--- src/rtl/pwm_pkg.sv ---
// pwm_pkg: shared constants and the raw PWM compare for the PWM controller.
// No ports; imported with "import pwm_pkg::*".
package pwm_pkg;

    localparam int unsigned PWM_STEPS = 256;
    localparam int unsigned NUM_CH    = 16;
    localparam int unsigned DUTY_W    = 8;

    localparam logic [DUTY_W-1:0] DUTY_FULL  = 8'hFF;
    localparam logic [DUTY_W-1:0] COUNT_LAST = DUTY_W'(PWM_STEPS - 1);

    // 0xFF is special-cased to full on; a plain compare would leave one step low.
    function automatic logic pwm_raw(input logic [DUTY_W-1:0] count,
                                     input logic [DUTY_W-1:0] duty);
        return (duty == DUTY_FULL) ? 1'b1 : (count < duty);
    endfunction

endpackage

--- src/rtl/pwm_prescaler.sv ---
// pwm_prescaler: free-running divide-by-PRESCALE counter producing a step tick.
// Ports:
//   clk  in  : system clock, rising edge
//   rst  in  : asynchronous reset, active-low
//   clr  in  : synchronous clear of the counter
//   tick out : high while the counter sits at PRESCALE-1
module pwm_prescaler #(
    parameter int unsigned PRESCALE = 13
) (
    input  logic clk,
    input  logic rst,
    input  logic clr,
    output logic tick
);

    localparam int unsigned CNT_W = (PRESCALE > 1) ? $clog2(PRESCALE) : 1;
    localparam logic [CNT_W-1:0] CNT_LAST = CNT_W'(PRESCALE - 1);

    logic [CNT_W-1:0] r_pre_cnt;

    assign tick = (r_pre_cnt == CNT_LAST);

    always_ff @(posedge clk or negedge rst) begin
        if (!rst) begin
            r_pre_cnt <= '0;
        end else if (clr || tick) begin
            r_pre_cnt <= '0;
        end else begin
            r_pre_cnt <= r_pre_cnt + 1'b1;
        end
    end

endmodule

--- src/rtl/pwm_controller.sv ---
// pwm_controller: 16-channel output stage with shared PWM, duty shadowed per period.
// Ports:
//   clk             in     : system clock, rising edge
//   rst             in     : asynchronous reset, active-low
//   ena             in     : block enable; low holds everything idle and cleared
//   en_reg_out_*    in [8] : per-channel output enable
//   en_reg_pwm_*    in [8] : per-channel PWM select (else static on)
//   pwm_duty_cycle  in [8] : requested duty, loaded at each period boundary
//   out             out[16]: registered channel outputs
//   period_start    out    : one-cycle pulse when pwm_count first reads 0
//   pwm_count       out[8] : current PWM step
module pwm_controller
    import pwm_pkg::*;
#(
    parameter int unsigned PRESCALE = 13
) (
    input  logic              clk,
    input  logic              rst,
    input  logic              ena,
    input  logic [7:0]        en_reg_out_7_0,
    input  logic [7:0]        en_reg_out_15_8,
    input  logic [7:0]        en_reg_pwm_7_0,
    input  logic [7:0]        en_reg_pwm_15_8,
    input  logic [DUTY_W-1:0] pwm_duty_cycle,
    output logic [NUM_CH-1:0] out,
    output logic              period_start,
    output logic [DUTY_W-1:0] pwm_count
);

    logic              w_clr;
    logic              w_tick;
    logic              w_boundary;
    logic              w_raw;
    logic [NUM_CH-1:0] w_en_out;
    logic [NUM_CH-1:0] w_en_pwm;
    logic [NUM_CH-1:0] w_out_d;

    logic [DUTY_W-1:0] r_pwm_count;
    logic [DUTY_W-1:0] r_duty_shadow;
    logic [NUM_CH-1:0] r_out;
    logic              r_period_start;

    assign w_clr = !ena;

    pwm_prescaler #(
        .PRESCALE(PRESCALE)
    ) u_prescaler (
        .clk (clk),
        .rst (rst),
        .clr (w_clr),
        .tick(w_tick)
    );

    assign w_boundary = w_tick && (r_pwm_count == COUNT_LAST);
    assign w_raw      = pwm_raw(r_pwm_count, r_duty_shadow);
    assign w_en_out   = {en_reg_out_15_8, en_reg_out_7_0};
    assign w_en_pwm   = {en_reg_pwm_15_8, en_reg_pwm_7_0};

    // Enabled static channels are 1; enabled PWM channels follow the raw compare.
    always_comb begin
        w_out_d = w_en_out & (~w_en_pwm | {NUM_CH{w_raw}});
    end

    always_ff @(posedge clk or negedge rst) begin
        if (!rst) begin
            r_pwm_count    <= '0;
            r_duty_shadow  <= '0;
            r_out          <= '0;
            r_period_start <= 1'b0;
        end else if (!ena) begin
            r_pwm_count    <= '0;
            r_duty_shadow  <= '0;
            r_out          <= '0;
            r_period_start <= 1'b0;
        end else begin
            r_out          <= w_out_d;
            r_period_start <= w_boundary;
            if (w_tick) begin
                r_pwm_count <= r_pwm_count + 1'b1;
            end
            // A write landing in the boundary cycle itself is captured here.
            if (w_boundary) begin
                r_duty_shadow <= pwm_duty_cycle;
            end
        end
    end

    assign out          = r_out;
    assign period_start = r_period_start;
    assign pwm_count    = r_pwm_count;

endmodule

--- config.mk ---
export PLATFORM = sky130hd
export DESIGN_NAME = pwm_controller
export DESIGN_NICKNAME = d
export VERILOG_FILES = /design/src/rtl/pwm_pkg.sv /design/src/rtl/pwm_prescaler.sv /design/src/rtl/pwm_controller.sv
export SDC_FILE = /design/constraint.sdc
export NUM_CORES = 1
export LEC_CHECK = 0
export BUFFER_PORTS_ARGS = -buffer_cell sky130_fd_sc_hd__buf_2
export CAP_MARGIN = 20
export CORE_MARGIN = 1
export CORE_UTILIZATION = 52
export CTS_CLUSTER_DIAMETER = 150
export DETAILED_ROUTE_END_ITERATION = 10
export PLACE_DENSITY = 0.94
export SLEW_MARGIN = 10
export SYNTH_ARGS = -nofsm -noshare
export SYNTH_HDL_FRONTEND = slang
export SYNTH_SLANG_ARGS = --single-unit
--- constraint.sdc ---
create_clock -name clk -period 5 [get_ports clk]
set_input_delay 1 -clock clk [delete_from_list [all_inputs] [get_ports clk]]
set_output_delay 1 -clock clk [all_outputs]
set_load 0.03 [all_outputs]
==> metrics.txt <==
via count 1397; synth unique cells 35; top-level I/O count 68; Die H 60.6 um; cell row count 20; initial core utilization 56.7%; Syn Area/Cell 11.3 sq um; worst setup margin approximately 2.8 ns; Worst Skew 0.00553 ns; Buf/Inv on CP 0; Post-route DRC 0; clock slew at reported path FFs 0.10 ns; Clk Latency, worst-skew pair ~0.33 ns; port bufs 67; TritonCTS Buffers 5; dpl hpwl 2770 um; placed cells between 200 and 300; H-tree levels 2; Sw Ratio 22.5%; Max-Cap Viols 0; Clk pwr share between 30% and 40%; drt wl/cell about 13 um; sequential element share of the synthesized area between 50 and 60%; IR drop worst, VDD 170 uV; Iter 0 DRT Violations 80; measured slew at the worst slew-check pin between 0.8 and 0.9 ns; first-pass GRT wire length 5890 um; diodes inserted 0; Max Freq 0.456 GHz; Worst Setup Start Kind flop; layout cells sized above 1 between 30% and 40%; syn nets approximately 210; root buf cell clkbuf_4; Cell Area, Placed roughly 0.0021 sq mm; Area Growth Syn to Fin 24.4%; pin count of the biggest net entering global routing 38; Final Core Density 70.5%; Die Wd between 60 and 70 um; clock tree buffer depth 2; grt total ovfl 0; top_reg_cell synth dfrtp_1; DR vias/cell between 5 and 6; die area 0.00368 sq mm; critical path's slowest cell o32ai_4; RSZ-0062 raised after global routing false; cell taking the most area after synthesis dfrtp_1; worst path cell trace ha_1 > and4_1 > o21ai_1 > o32ai_4 > a21oi_1; fillers 251; hold buffers post-CTS 0; crit-path max cell delay between 0.7 and 0.8 ns; Reg power frac 53.6%; P_sw 0.130 mW; DRT antenna net count 0; Tcrit/Tclk final 43.8%; Setup violations, final 0; Data arrival, critical path 2.37 ns; Hold Crit Class flop to flop; critical path class flop to flop; Pre-Repair DR Iteration Count 4; Tmin final around 2.2 ns; count leader, synth dfrtp_1; Non-Filler Instances 271; internal power 0.447 mW; Netlist Area Pre-Place 0.00179 sq mm; area share of the largest cell type after synthesis around half; flop and latch count out of synthesis 37; Req. time, crit path 5.18 ns; Finished Cell Area 0.00222 sq mm; Setup TNS Final 0 ns; pre-CTS setup slack 2.80 ns; Final Max Slew Viols 0; CP endpoint kind flop; Leak 1.17 nW; Worst Path Max Fanout 16; outcome completed; CP top delay family compound AO/OA/AOI/OAI gates; Sink Count 37; Routed WL 3530 um; async set-reset flop share out of synthesis 100%; CTS tree built; core area 0.00315 sq mm; vias in the first global route 1349; Synth area leaders dfrtp_1 52%, ha_1 7.0%, a21oi_2 4.9%; Final Hold Viols 0; Setup Buffers After CTS 0; combinational share of power 9.9%; PostCTS Resize Cnt 0; gpl congestion 0.802; Commonest cells post-synth 37 x dfrtp_1, 22 x nand2_1, 10 x a21oi_2, 10 x ha_1, 10 x inv_1; Nets 279; pwr/cell area 260 mW/mm^2; slew margin rel. between 40% and 50%; Post-Synthesis Cells 158; Post-synth EDFFs 0; GRT Util Overall roughly 22%; synth warn 0; initial antenna violation count 0
[metrics by stage]
stage	power [mW]	hold WS, ns
6_report	0.577	0.502
5_1_grt	0.603	0.537
4_1_cts	0.585	0.506
3_5_place_dp	0.373	0.492
3_3_place_gp	0.372	0.474
2_1_floorplan	0.342	0.449
[layer usage]
metal	vias up	routed length [um]	global-route usage, %
li1	687	-	-
met1	636	1450	25.2
met2	70	1730	38.1
met3	4	333	10.9
met4	0	21	5.84
met5	-	0	0
[power groups by stage]
stage / Combinational [mW] / Sequential (mW) / Clock (mW)
after floorplan: 0.0167 / 0.326 / 0
after global placement: 0.0567 / 0.315 / 0
after detailed placement: 0.0581 / 0.315 / 0
after CTS: 0.0583 / 0.309 / 0.217
after global routing: 0.0631 / 0.311 / 0.229
final: 0.0572 / 0.309 / 0.211
[layout by cell type (no fill, tap or decap), drive strengths merged]
| cell type | n |
|---|---|
| nor3 | 3 |
| nand2 | 22 |
| dfrtp | 37 |
| o21ai | 4 |
| nand3 | 1 |
| nor2 | 4 |
| and4 | 1 |
| mux2i | 1 |
| o32ai | 1 |
| xnor2 | 3 |
| a41o | 1 |
| o41ai | 1 |
| clkbuf | 7 |
| a2111oi | 1 |
| a21boi | 2 |
| bufinv | 1 |
| nor4 | 1 |
| a21oi | 18 |
| inv | 10 |
| and3 | 1 |
| nand2b | 1 |
| a22o | 8 |
| xor2 | 3 |
| nor2b | 2 |
| or3 | 2 |
| o21a | 1 |
| and2 | 7 |
| nand4 | 5 |
| buf | 67 |
| ha | 10 |
| a21o | 1 |
[registers in the layout (all words and copies together) (netlist names)]
register / count
period_start: 1
r_duty_shadow: 8
u_prescaler.r_pre_cnt: 4
pwm_count: 8
out: 16
[cell families (layout without fill, tap and decap cells)]
family | count (synthesis) | in the layout | share of synthesized area [%]
and+or+nand+nor | 50 | 50 | 15.4
AOI/OAI and AO/OA | 38 | 38 | 18.0
DFF | 37 | 37 | 51.8
buffers and inverters | 16 | 85 | 4.34
adders and majority gates | 10 | 10 | 7.00
xor gates and xnor gates | 6 | 6 | 2.94
muxes | 1 | 1 | 0.560
[final cells by class]
cell class | instances | area (sq um) | area share [%]
multi-input cells | 105 | 785 | 35.3
well taps | 44 | 55.1 | 2.48
flip-flops and latches | 37 | 926 | 41.6
repair buffers | 67 | 335 | 15.1
clock inverters | 1 | 30.0 | 1.35
inverters | 10 | 37.5 | 1.69
clock buffers | 7 | 55.1 | 2.48
[path summary, 6_finish.rpt]
kind	start	endpoint	slack, ns	depth (start not counted)
max in group asynchronous	rst	r_duty_shadow[4]	3.76	1
setup / recovery	pwm_count[5]	out[1]	2.81	5
hold reg to reg	u_prescaler.r_pre_cnt[0]	u_prescaler.r_pre_cnt[0]	0.50	1
min in group asynchronous	rst	u_prescaler.r_pre_cnt[3]	0.74	1
hold / removal	u_prescaler.r_pre_cnt[0]	u_prescaler.r_pre_cnt[0]	0.50	1
setup reg to reg	pwm_count[5]	out[1]	2.81	5
Power figures use the tool's default switching activity.
